## config.mk

```make
export PLATFORM = sky130hd
export DESIGN_NAME = serial_adder_flat
export DESIGN_NICKNAME = d
export VERILOG_FILES = /design/src/rtl/serial_adder_if.sv /design/src/rtl/serial_adder.sv /design/src/flat_wrapper.sv
export SDC_FILE = /design/constraint.sdc
export NUM_CORES = 1
export LEC_CHECK = 0
export CAP_MARGIN = 5
export CORE_UTILIZATION = 35
export DETAILED_ROUTE_END_ITERATION = 16
export GPL_ROUTABILITY_DRIVEN = 0
export PLACE_DENSITY_LB_ADDON = 0.05
export REMOVE_ABC_BUFFERS = 1
export SYNTH_ARGS = -nofsm -noshare
export SYNTH_HDL_FRONTEND = slang
export SYNTH_SLANG_ARGS = --single-unit
```

## constraint.sdc

```tcl
create_clock -name clk_i -period 1.6 [get_ports clk_i]
set_input_delay 0.32 -clock clk_i [delete_from_list [all_inputs] [get_ports clk_i]]
set_output_delay 0.32 -clock clk_i [all_outputs]
set_load 0.02 [all_outputs]
```

## src/rtl/serial_adder_if.sv

```systemverilog
// Request/result bundle of the digit-serial adder.
interface serial_adder_if #(
    parameter int WIDTH = 8
);
    logic             start_i;
    logic             sub_i;
    logic [WIDTH-1:0] a_i;
    logic [WIDTH-1:0] b_i;
    logic             carry_i;
    logic             busy_o;
    logic             done_o;
    logic [WIDTH-1:0] sum_o;
    logic             carry_o;
    logic             overflow_o;
    logic             zero_o;

    modport master (
        output start_i, sub_i, a_i, b_i, carry_i,
        input  busy_o, done_o, sum_o, carry_o, overflow_o, zero_o
    );

    modport slave (
        input  start_i, sub_i, a_i, b_i, carry_i,
        output busy_o, done_o, sum_o, carry_o, overflow_o, zero_o
    );
endinterface

```

## src/rtl/serial_adder.sv

```systemverilog
// Digit-serial adder/subtractor: adds DIGIT bits per clock, LSB slice first,
// and publishes the whole result (sum, carry, overflow, zero) at once.
module serial_adder #(
    parameter int WIDTH = 8,
    parameter int DIGIT = 1
) (
    input  logic           clk_i,
    input  logic           rst_n_i,
    serial_adder_if.slave  bus
);
    localparam int N  = WIDTH / DIGIT;
    localparam int CW = (N > 1) ? $clog2(N) : 1;

    typedef enum logic [1:0] {S_IDLE, S_RUN, S_DONE} state_t;

    state_t           r_state;
    logic [WIDTH-1:0] r_a;      // operand A, shifted right one slice per cycle
    logic [WIDTH-1:0] r_b;      // operand B (already inverted for subtract)
    logic [WIDTH-1:0] r_acc;    // partial sum, filled from the MSB end
    logic             r_cy;     // carry between slices
    logic [CW-1:0]    r_cnt;    // slices already added
    logic [WIDTH-1:0] r_sum;
    logic             r_carry;
    logic             r_ovf;
    logic             r_zero;
    logic             r_busy;
    logic             r_done;

    logic [DIGIT-1:0] w_slice;
    logic             w_cmsb;   // carry into the top bit of the current slice
    logic             w_cout;   // carry out of the current slice
    logic [WIDTH-1:0] w_slice_ext;
    logic [WIDTH-1:0] w_acc_nxt;
    logic             w_accept;

    // Ripple-add the lowest DIGIT bits of the working operands
    always_comb begin
        logic c;
        c       = r_cy;
        w_slice = '0;
        w_cmsb  = r_cy;
        for (int i = 0; i < DIGIT; i++) begin
            w_cmsb     = c;
            w_slice[i] = r_a[i] ^ r_b[i] ^ c;
            c          = (r_a[i] & r_b[i]) | (c & (r_a[i] ^ r_b[i]));
        end
        w_cout = c;
    end

    // New slice enters at the top; after N slices the LSB slice sits at bit 0
    assign w_slice_ext = WIDTH'(w_slice);
    assign w_acc_nxt   = (r_acc >> DIGIT) | (w_slice_ext << (WIDTH - DIGIT));

    // Start is only honoured when no operation is in flight
    assign w_accept = bus.start_i && ((r_state == S_IDLE) || (r_state == S_DONE));

    // Control FSM plus datapath; results only change on the final slice
    always_ff @(posedge clk_i or negedge rst_n_i) begin
        if (!rst_n_i) begin
            r_state <= S_IDLE;
            r_a     <= '0;
            r_b     <= '0;
            r_acc   <= '0;
            r_cy    <= 1'b0;
            r_cnt   <= '0;
            r_sum   <= '0;
            r_carry <= 1'b0;
            r_ovf   <= 1'b0;
            r_zero  <= 1'b1;
            r_busy  <= 1'b0;
            r_done  <= 1'b0;
        end else begin
            r_done <= 1'b0;
            case (r_state)
                S_IDLE, S_DONE: begin
                    if (w_accept) begin
                        // Subtract is A + ~B + ~borrow; carry chain starts fresh
                        r_a     <= bus.a_i;
                        r_b     <= bus.sub_i ? ~bus.b_i : bus.b_i;
                        r_cy    <= bus.carry_i ^ bus.sub_i;
                        r_acc   <= '0;
                        r_cnt   <= '0;
                        r_busy  <= 1'b1;
                        r_state <= S_RUN;
                    end else begin
                        r_state <= S_IDLE;
                    end
                end
                S_RUN: begin
                    r_a   <= r_a >> DIGIT;
                    r_b   <= r_b >> DIGIT;
                    r_cy  <= w_cout;
                    r_acc <= w_acc_nxt;
                    r_cnt <= r_cnt + CW'(1);
                    if (r_cnt == CW'(N - 1)) begin
                        r_sum   <= w_acc_nxt;
                        r_carry <= w_cout;
                        r_ovf   <= w_cmsb ^ w_cout;
                        r_zero  <= (w_acc_nxt == '0);
                        r_busy  <= 1'b0;
                        r_done  <= 1'b1;
                        r_state <= S_DONE;
                    end
                end
                default: begin
                    r_busy  <= 1'b0;
                    r_state <= S_IDLE;
                end
            endcase
        end
    end

    assign bus.busy_o     = r_busy;
    assign bus.done_o     = r_done;
    assign bus.sum_o      = r_sum;
    assign bus.carry_o    = r_carry;
    assign bus.overflow_o = r_ovf;
    assign bus.zero_o     = r_zero;
endmodule

```

## src/flat_wrapper.sv

```systemverilog
// flat-port wrapper written by rule: the top's interface ports become plain ports
module serial_adder_flat 
#(
    parameter int WIDTH = 8,
    parameter int DIGIT = 1
)
  (clk_i, rst_n_i, bus_start_i, bus_sub_i, bus_a_i, bus_b_i, bus_carry_i, bus_busy_o, bus_done_o, bus_sum_o, bus_carry_o, bus_overflow_o, bus_zero_o);
  serial_adder_if #(.WIDTH(WIDTH)) bus_i ();
  input  logic clk_i;
  input  logic rst_n_i;
  input wire logic [$bits(bus_i.start_i)-1:0] bus_start_i;
  input wire logic [$bits(bus_i.sub_i)-1:0] bus_sub_i;
  input wire logic [$bits(bus_i.a_i)-1:0] bus_a_i;
  input wire logic [$bits(bus_i.b_i)-1:0] bus_b_i;
  input wire logic [$bits(bus_i.carry_i)-1:0] bus_carry_i;
  output wire logic [$bits(bus_i.busy_o)-1:0] bus_busy_o;
  output wire logic [$bits(bus_i.done_o)-1:0] bus_done_o;
  output wire logic [$bits(bus_i.sum_o)-1:0] bus_sum_o;
  output wire logic [$bits(bus_i.carry_o)-1:0] bus_carry_o;
  output wire logic [$bits(bus_i.overflow_o)-1:0] bus_overflow_o;
  output wire logic [$bits(bus_i.zero_o)-1:0] bus_zero_o;
  assign bus_i.start_i = bus_start_i;
  assign bus_i.sub_i = bus_sub_i;
  assign bus_i.a_i = bus_a_i;
  assign bus_i.b_i = bus_b_i;
  assign bus_i.carry_i = bus_carry_i;
  assign bus_busy_o = bus_i.busy_o;
  assign bus_done_o = bus_i.done_o;
  assign bus_sum_o = bus_i.sum_o;
  assign bus_carry_o = bus_i.carry_o;
  assign bus_overflow_o = bus_i.overflow_o;
  assign bus_zero_o = bus_i.zero_o;
  serial_adder #(.WIDTH(WIDTH), .DIGIT(DIGIT)) u_core (.clk_i(clk_i), .rst_n_i(rst_n_i), .bus(bus_i));
endmodule
```

==> metrics.txt, run 1 <==
Starting DRT DRC Count 55; hold crit path type register to register; core area 0.00482 mm2; mux contribution to synthesized area 6.34%; Post-Synth Adder-Cell Area 2.54%; Synth Register Bits 42; total grt overflow 0; clk sinks 42; Yosys warnings 0; post-synthesis cell area 0.00178 mm2; Root Buffer clkbuf_8; most common cell after layout, fill and taps aside dfrtp_1; Max Root-Sink Buffers 2; CP endpoint kind output port; status finished, final reports clean; nets 200; final worst path period share 96.8%; slowest cell on the critical path clkdlybuf4s50_1; fin crit period 1.55 ns; final hold violation count 0; DRC 0; initial antenna violation count 0; Worst Tran Pin Value 0.618 ns; xor/xnor share of the synthesized area 4.93%; Die ar. 0.00537 mm2; largest net degree at the start of global routing 28; Area growth, synth to finish 36.1%; Cells after Synth 135; max cap viols 0; Synth Area in Compound Gates 17.5%; sequential-to-total area share from yosys stat 59.2%; placed instance count 233; htree depth 2; Critical Path Source Type register; Routed Antenna Nets 0; vias per cell 4.98; count of final max-slew check failures 0; global-route wire length before repair 5660 um; Port Buf Inserts 33; Routed WL per cell 13.5 um; critical path class register to output port; Total GRT Usage 14.1%; most frequent cells in the layout 41 x dfrtp_1, 21 x clkdlybuf4s50_1, 18 x a22o_1; Netlist cell types 23; VDD IR max 0.730 mV; TritonCTS clock tree done; number of buffers inserted during clock tree synthesis 5; # rows 25; buffers plus inverters on the worst setup path 1; Clk Latency, worst-skew pair 0.29 ns; Slew HR 58.7%; crit path max fanout 2; largest family of logic cells by synthesized area compound AO/OA/AOI/OAI gates; Inserted Diodes 0; vias in the first global route 1,167; final setup margin 0.0512 ns; DR pass1 iterations 4; # setup viols final 0; non-filler instance count after layout 244; Die Height 73.3 um; Util after Layout 50.2%; WL final 3310 um; initial core utilization 36.9%; Max Freq 646 MHz; CP top delay family buffers and inverters; Cell Pwr Density 1980 mW/mm2; syn_area_per_cell 13.2 um2; Via Count 1,214; simple-gate share of the synthesized area 5.77%; share of layout cells above drive strength 1 18.1%; WP data required 1.28 ns; critical path data arrival time 1.23 ns; max incr delay on CP 0.60 ns; Final Skew 0.00633 ns; IO Pins 34; final instance area 0.00242 mm2; die width 73.3 um; pre-CTS setup slack -0.127 ns; Post-DP HPWL 2250 um; Pleak 1.23 nW; CTS clock-pin slew for the worst setup and hold paths 0.08 ns; RSZ-0062 raised after global routing no; post-placement cell area 0.00222 mm2; CP Cell Sequence clkdlybuf4s50_1
-- Yosys cell counts --
| master | instances | share of area (%) |
|---|---|---|
| mux2_2 | 10 | 6.3 |
| buf_2 | 5 | 1.4 |
| nand2_1 | 4 | 0.84 |
| o21ai_0 | 4 | 1.1 |
| dfstp_2 | 1 | 1.5 |
| buf_1 | 1 | 0.21 |
| a21o_1 | 7 | 3.0 |
| nand3b_1 | 1 | 0.42 |
| dfrtp_1 | 41 | 58 |
| nor2_1 | 10 | 2.1 |
| buf_6 | 1 | 0.63 |
| fa_1 | 1 | 1.1 |
| buf_4 | 2 | 0.84 |
| a22o_1 | 18 | 8.9 |
| xor2_1 | 1 | 0.49 |
| nor2_4 | 1 | 0.63 |
| nor2b_1 | 2 | 0.70 |
| nand2b_1 | 1 | 0.35 |
| a221o_1 | 8 | 4.5 |
| inv_1 | 3 | 0.63 |
| nor4_1 | 2 | 0.70 |
| xnor2_1 | 9 | 4.4 |
| ha_1 | 2 | 1.4 |
-- cell families (layout without fill, tap and decap cells) --
kind of cell,Yosys count,in the layout
adder cells (fa/ha/maj),3,3
AND/OR/NAND/NOR,21,21
XOR/XNOR,10,10
buffers and inverters,12,54
flip-flops,42,42
AO/OA/AOI/OAI,37,37
multiplexers,10,10
-- flip-flops by register name, indices dropped and copies added, names as in the netlist --
signal	count
u_core.r_a	8
u_core.r_acc	7
u_core.r_cy	1
u_core.bus.sum_o	8
u_core.r_state	2
u_core.bus.zero_o	1
u_core.r_cnt	3
u_core.bus.overflow_o	1
u_core.r_b	8
u_core.bus.carry_o	1
u_core.bus.busy_o	1
u_core.bus.done_o	1
-- final timing paths --
path,start,to,slack (ns),cells past startpoint
hold / removal,u_core.bus.zero_o,u_core.bus.zero_o,0.48,2
hold reg to reg,u_core.bus.zero_o,u_core.bus.zero_o,0.48,2
setup reg to reg,u_core.r_cnt[0],u_core.bus.sum_o[6],0.09,5
setup / recovery,u_core.bus.sum_o[6],bus_sum_o[6],0.05,1
max in group asynchronous,rst_n_i,u_core.r_a[2],0.64,3
min in group asynchronous,rst_n_i,u_core.bus.sum_o[0],0.49,2
-- stage by stage --
| step | hold slack (ns) | setup TNS [ns] | total power [mW] |
|---|---|---|---|
| global route | 0.496 | 0 | 5.10 |
| CTS | 0.484 | 0 | 4.83 |
| global placement | 0.275 | -1.61 | 3.73 |
| floorplan | 0.0244 | -12.67 | 3.02 |
| finish | 0.480 | 0 | 4.78 |
| detailed placement | 0.279 | -2.31 | 3.80 |
-- routing by layer --
layer	global-route usage, %	share of wire, %
met1	19.7	47
met2	21.3	47
met3	3.29	4.5
met4	5.23	1.2
met5	0	0
-- power breakdown --
group	switching (mW)	internal, mW	total (mW)
Sequential	0.305	1.54	1.85
Combinational	0.879	1.03	1.91
Clock	0.365	0.666	1.03
-- what timing repair did --
| action | CTS | global route |
|---|---|---|
| setup buffers | 0 | 2 |
| endpoints found under the setup margin | 1 | 19 |
| hold buffers | 1 | 0 |
| endpoints found under the hold margin | 16 | 0 |
| pin swaps | 0 | 0 |
| resized for setup | 1 | 11 |
-- final cells by class --
| class | count | area [um2] |
|---|---|---|
| Fill cell | 451 | 2400 |
| Sequential cell | 42 | 1050 |
| Multi-Input combinational cell | 81 | 663 |
| Timing Repair Buffer | 43 | 464 |
| Tap cell | 67 | 83.8 |
| Clock buffer | 6 | 82.6 |
| Clock inverter | 2 | 60.1 |
| Inverter | 3 | 11.3 |
Power figures use the tool's default switching activity.
==> inputs of run 2 (changes only) <==
--- a/config.mk
+++ b/config.mk
@@ -6,7 +6,7 @@
 export NUM_CORES = 1
 export LEC_CHECK = 0
 export CAP_MARGIN = 5
-export CORE_UTILIZATION = 35
+export CORE_UTILIZATION = 46
 export DETAILED_ROUTE_END_ITERATION = 16
 export GPL_ROUTABILITY_DRIVEN = 0
 export PLACE_DENSITY_LB_ADDON = 0.05
==> metrics.txt, run 2 (synthesis results as in run 1) <==
CTS clock-pin slew for the worst setup and hold paths 0.08 ns (about the same); CP endpoint kind register (was output port); R2R Setup Slk 0.02 ns (was 0.09 ns); vias in the first global route 1,227 (was 1,167); Hold Crit Depth 1 (was 2); Logic pwr share 43.0% (was 39.8%); Reg2Reg Depth 5 (unchanged); core area 0.00369 mm2 (was 0.00482 mm2); VDD IR max 0.842 mV (was 0.730 mV); max cap viols 0 (unchanged); vias per cell 5.33 (was 4.98); number of buffers inserted during clock tree synthesis 5 (unchanged); Port Buf Inserts 33 (unchanged); Fin Setup TNS 0 ns (unchanged); status finished, final reports clean (unchanged); Clk Latency, worst-skew pair 0.29 ns (about the same); WL final 3210 um (was 3310 um); TritonCTS clock tree done (unchanged); nets 202 (was 200); non-filler instance count after layout 227 (was 244); htree depth 2 (unchanged); Max Freq 633 MHz (was 646 MHz); final instance area 0.00240 mm2 (was 0.00242 mm2); global-route wire length before repair 5330 um (was 5660 um); CP Cell Sequence ha_2, ha_4, nand3b_1, clkbuf_16, mux2_2 (was clkdlybuf4s50_1); fin crit period 1.58 ns (was 1.55 ns); # setup viols final 0 (unchanged); slowest cell on the critical path dfrtp_1 (was clkdlybuf4s50_1); initial core utilization 48.2% (was 36.9%); Starting DRT DRC Count 46 (was 55); count of final max-slew check failures 0 (unchanged); hold crit path type register to register (unchanged); Worst Tran Pin Value 0.456 ns (was 0.618 ns); Cell Int Power 3.12 mW (was 3.23 mW); Inserted Diodes 0 (unchanged); DRC 0 (unchanged); Post-DP HPWL 2200 um (was 2250 um); Total GRT Usage 16.9% (was 14.1%); most frequent cells in the layout 41 x dfrtp_1, 25 x clkdlybuf4s50_1, 18 x a22o_1 (was 41 x dfrtp_1, 21 x clkdlybuf4s50_1, 18 x a22o_1); Final Skew 0.00490 ns (was 0.00633 ns); Root Buffer clkbuf_8 (unchanged); WP data required 1.78 ns (was 1.28 ns); Critical Path Source Type register (unchanged); most common cell after layout, fill and taps aside dfrtp_1 (unchanged); Routed Antenna Nets 0 (unchanged); Routed WL per cell 14.1 um (was 13.5 um); post-placement cell area 0.00221 mm2 (was 0.00222 mm2); placed instance count 215 (was 233); largest net degree at the start of global routing 24 (was 28); Pleak 1.18 nW (was 1.23 nW); Die ar. 0.00412 mm2 (was 0.00537 mm2); crit path max fanout 7 (was 2); DR pass1 iterations 4 (unchanged); clk sinks 42 (unchanged); Area growth, synth to finish 35.1% (was 36.1%); final worst path period share 98.8% (was 96.8%); Util after Layout 65.1% (was 50.2%); Die Height 64.2 um (was 73.3 um); critical path class register to register (was register to output port); Slew HR 69.6% (was 58.7%); Clock power frac 17.3% (was 21.6%); die width 64.2 um (was 73.3 um); IO Pins 34 (unchanged); # rows 22 (was 25); Switching Share 33.4% (was 32.4%); NetSw 1.56 mW (was 1.55 mW); part of the power in registers 39.7% (was 38.6%); Cell Pwr Density 1950 mW/mm2 (was 1980 mW/mm2); max incr delay on CP 0.39 ns (was 0.60 ns); final hold violation count 0 (unchanged); share of layout cells above drive strength 1 20.1% (was 18.1%); total power 4.68 mW (was 4.78 mW); initial antenna violation count 0 (unchanged); Via Count 1,210 (was 1,214); Max Root-Sink Buffers 2 (unchanged); critical path data arrival time 1.76 ns (was 1.23 ns); total grt overflow 0 (unchanged)
run 2: through the flow:
step,setup slack [ns],hold slack [ns]
floorplan,-0.530,0.0244
global placement,-0.0440,0.288
detailed placement,-0.0970,0.298
CTS,0.0320,0.484
global route,-0.0109,0.513
finish,0.0191,0.481
run 2: what timing repair did:
item	4_1_cts	5_1_grt
setup endpoints to repair	2	12
hold endpoints to repair	18	0
gates cloned	0	1
gates resized for setup	2	10
hold buffers	1	0
buffers inserted	0	2
run 2: final timing paths:
| kind | start | to |
|---|---|---|
| worst max-delay path | u_core.r_cnt[0] | u_core.bus.sum_o[4] |
| worst min-delay path | u_core.r_a[4] | u_core.r_a[4] |
| worst max register to register | u_core.r_cnt[0] | u_core.bus.sum_o[4] |
| worst min register to register | u_core.r_a[4] | u_core.r_a[4] |
| max in group asynchronous | rst_n_i | u_core.r_a[2] |
| min in group asynchronous | rst_n_i | u_core.bus.done_o |
run 2: cell type report:
type	count	area (um2)
clock buffer	5	68.8
clock inverter	3	40.0
fill	296	1290
inverter	3	11.3
multi-input combinational	81	686
sequential	42	1050
tap	48	60.1
timing repair buffer	45	483
run 2: per-layer routing:
layer	global-route usage, %	part of all wire (%)	vias to the layer above
met4	5.83	1.4	0
met5	0	0	-
li1	-	-	573
met1	20.8	45	601
met3	4.29	3.7	6
met2	28.9	50	30
run 2: power groups by stage:
stage	registers, mW	logic, mW	clock network (mW)
6_report	1.86	2.01	0.809
5_1_grt	1.92	2.21	0.883
4_1_cts	1.85	1.94	0.822
3_5_place_dp	1.86	1.95	0
3_3_place_gp	1.85	1.89	0
2_1_floorplan	1.97	1.05	0
run 2: critical path: cells and delay by family (launching register included):
| kind | cells | cell delay, ns |
|---|---|---|
| DFF | 1 | 0.39 |
| adders and majority gates | 2 | 0.37 |
| muxes | 1 | 0.32 |
| and+or+nand+nor | 1 | 0.20 |
| buffers and inverters | 1 | 0.19 |
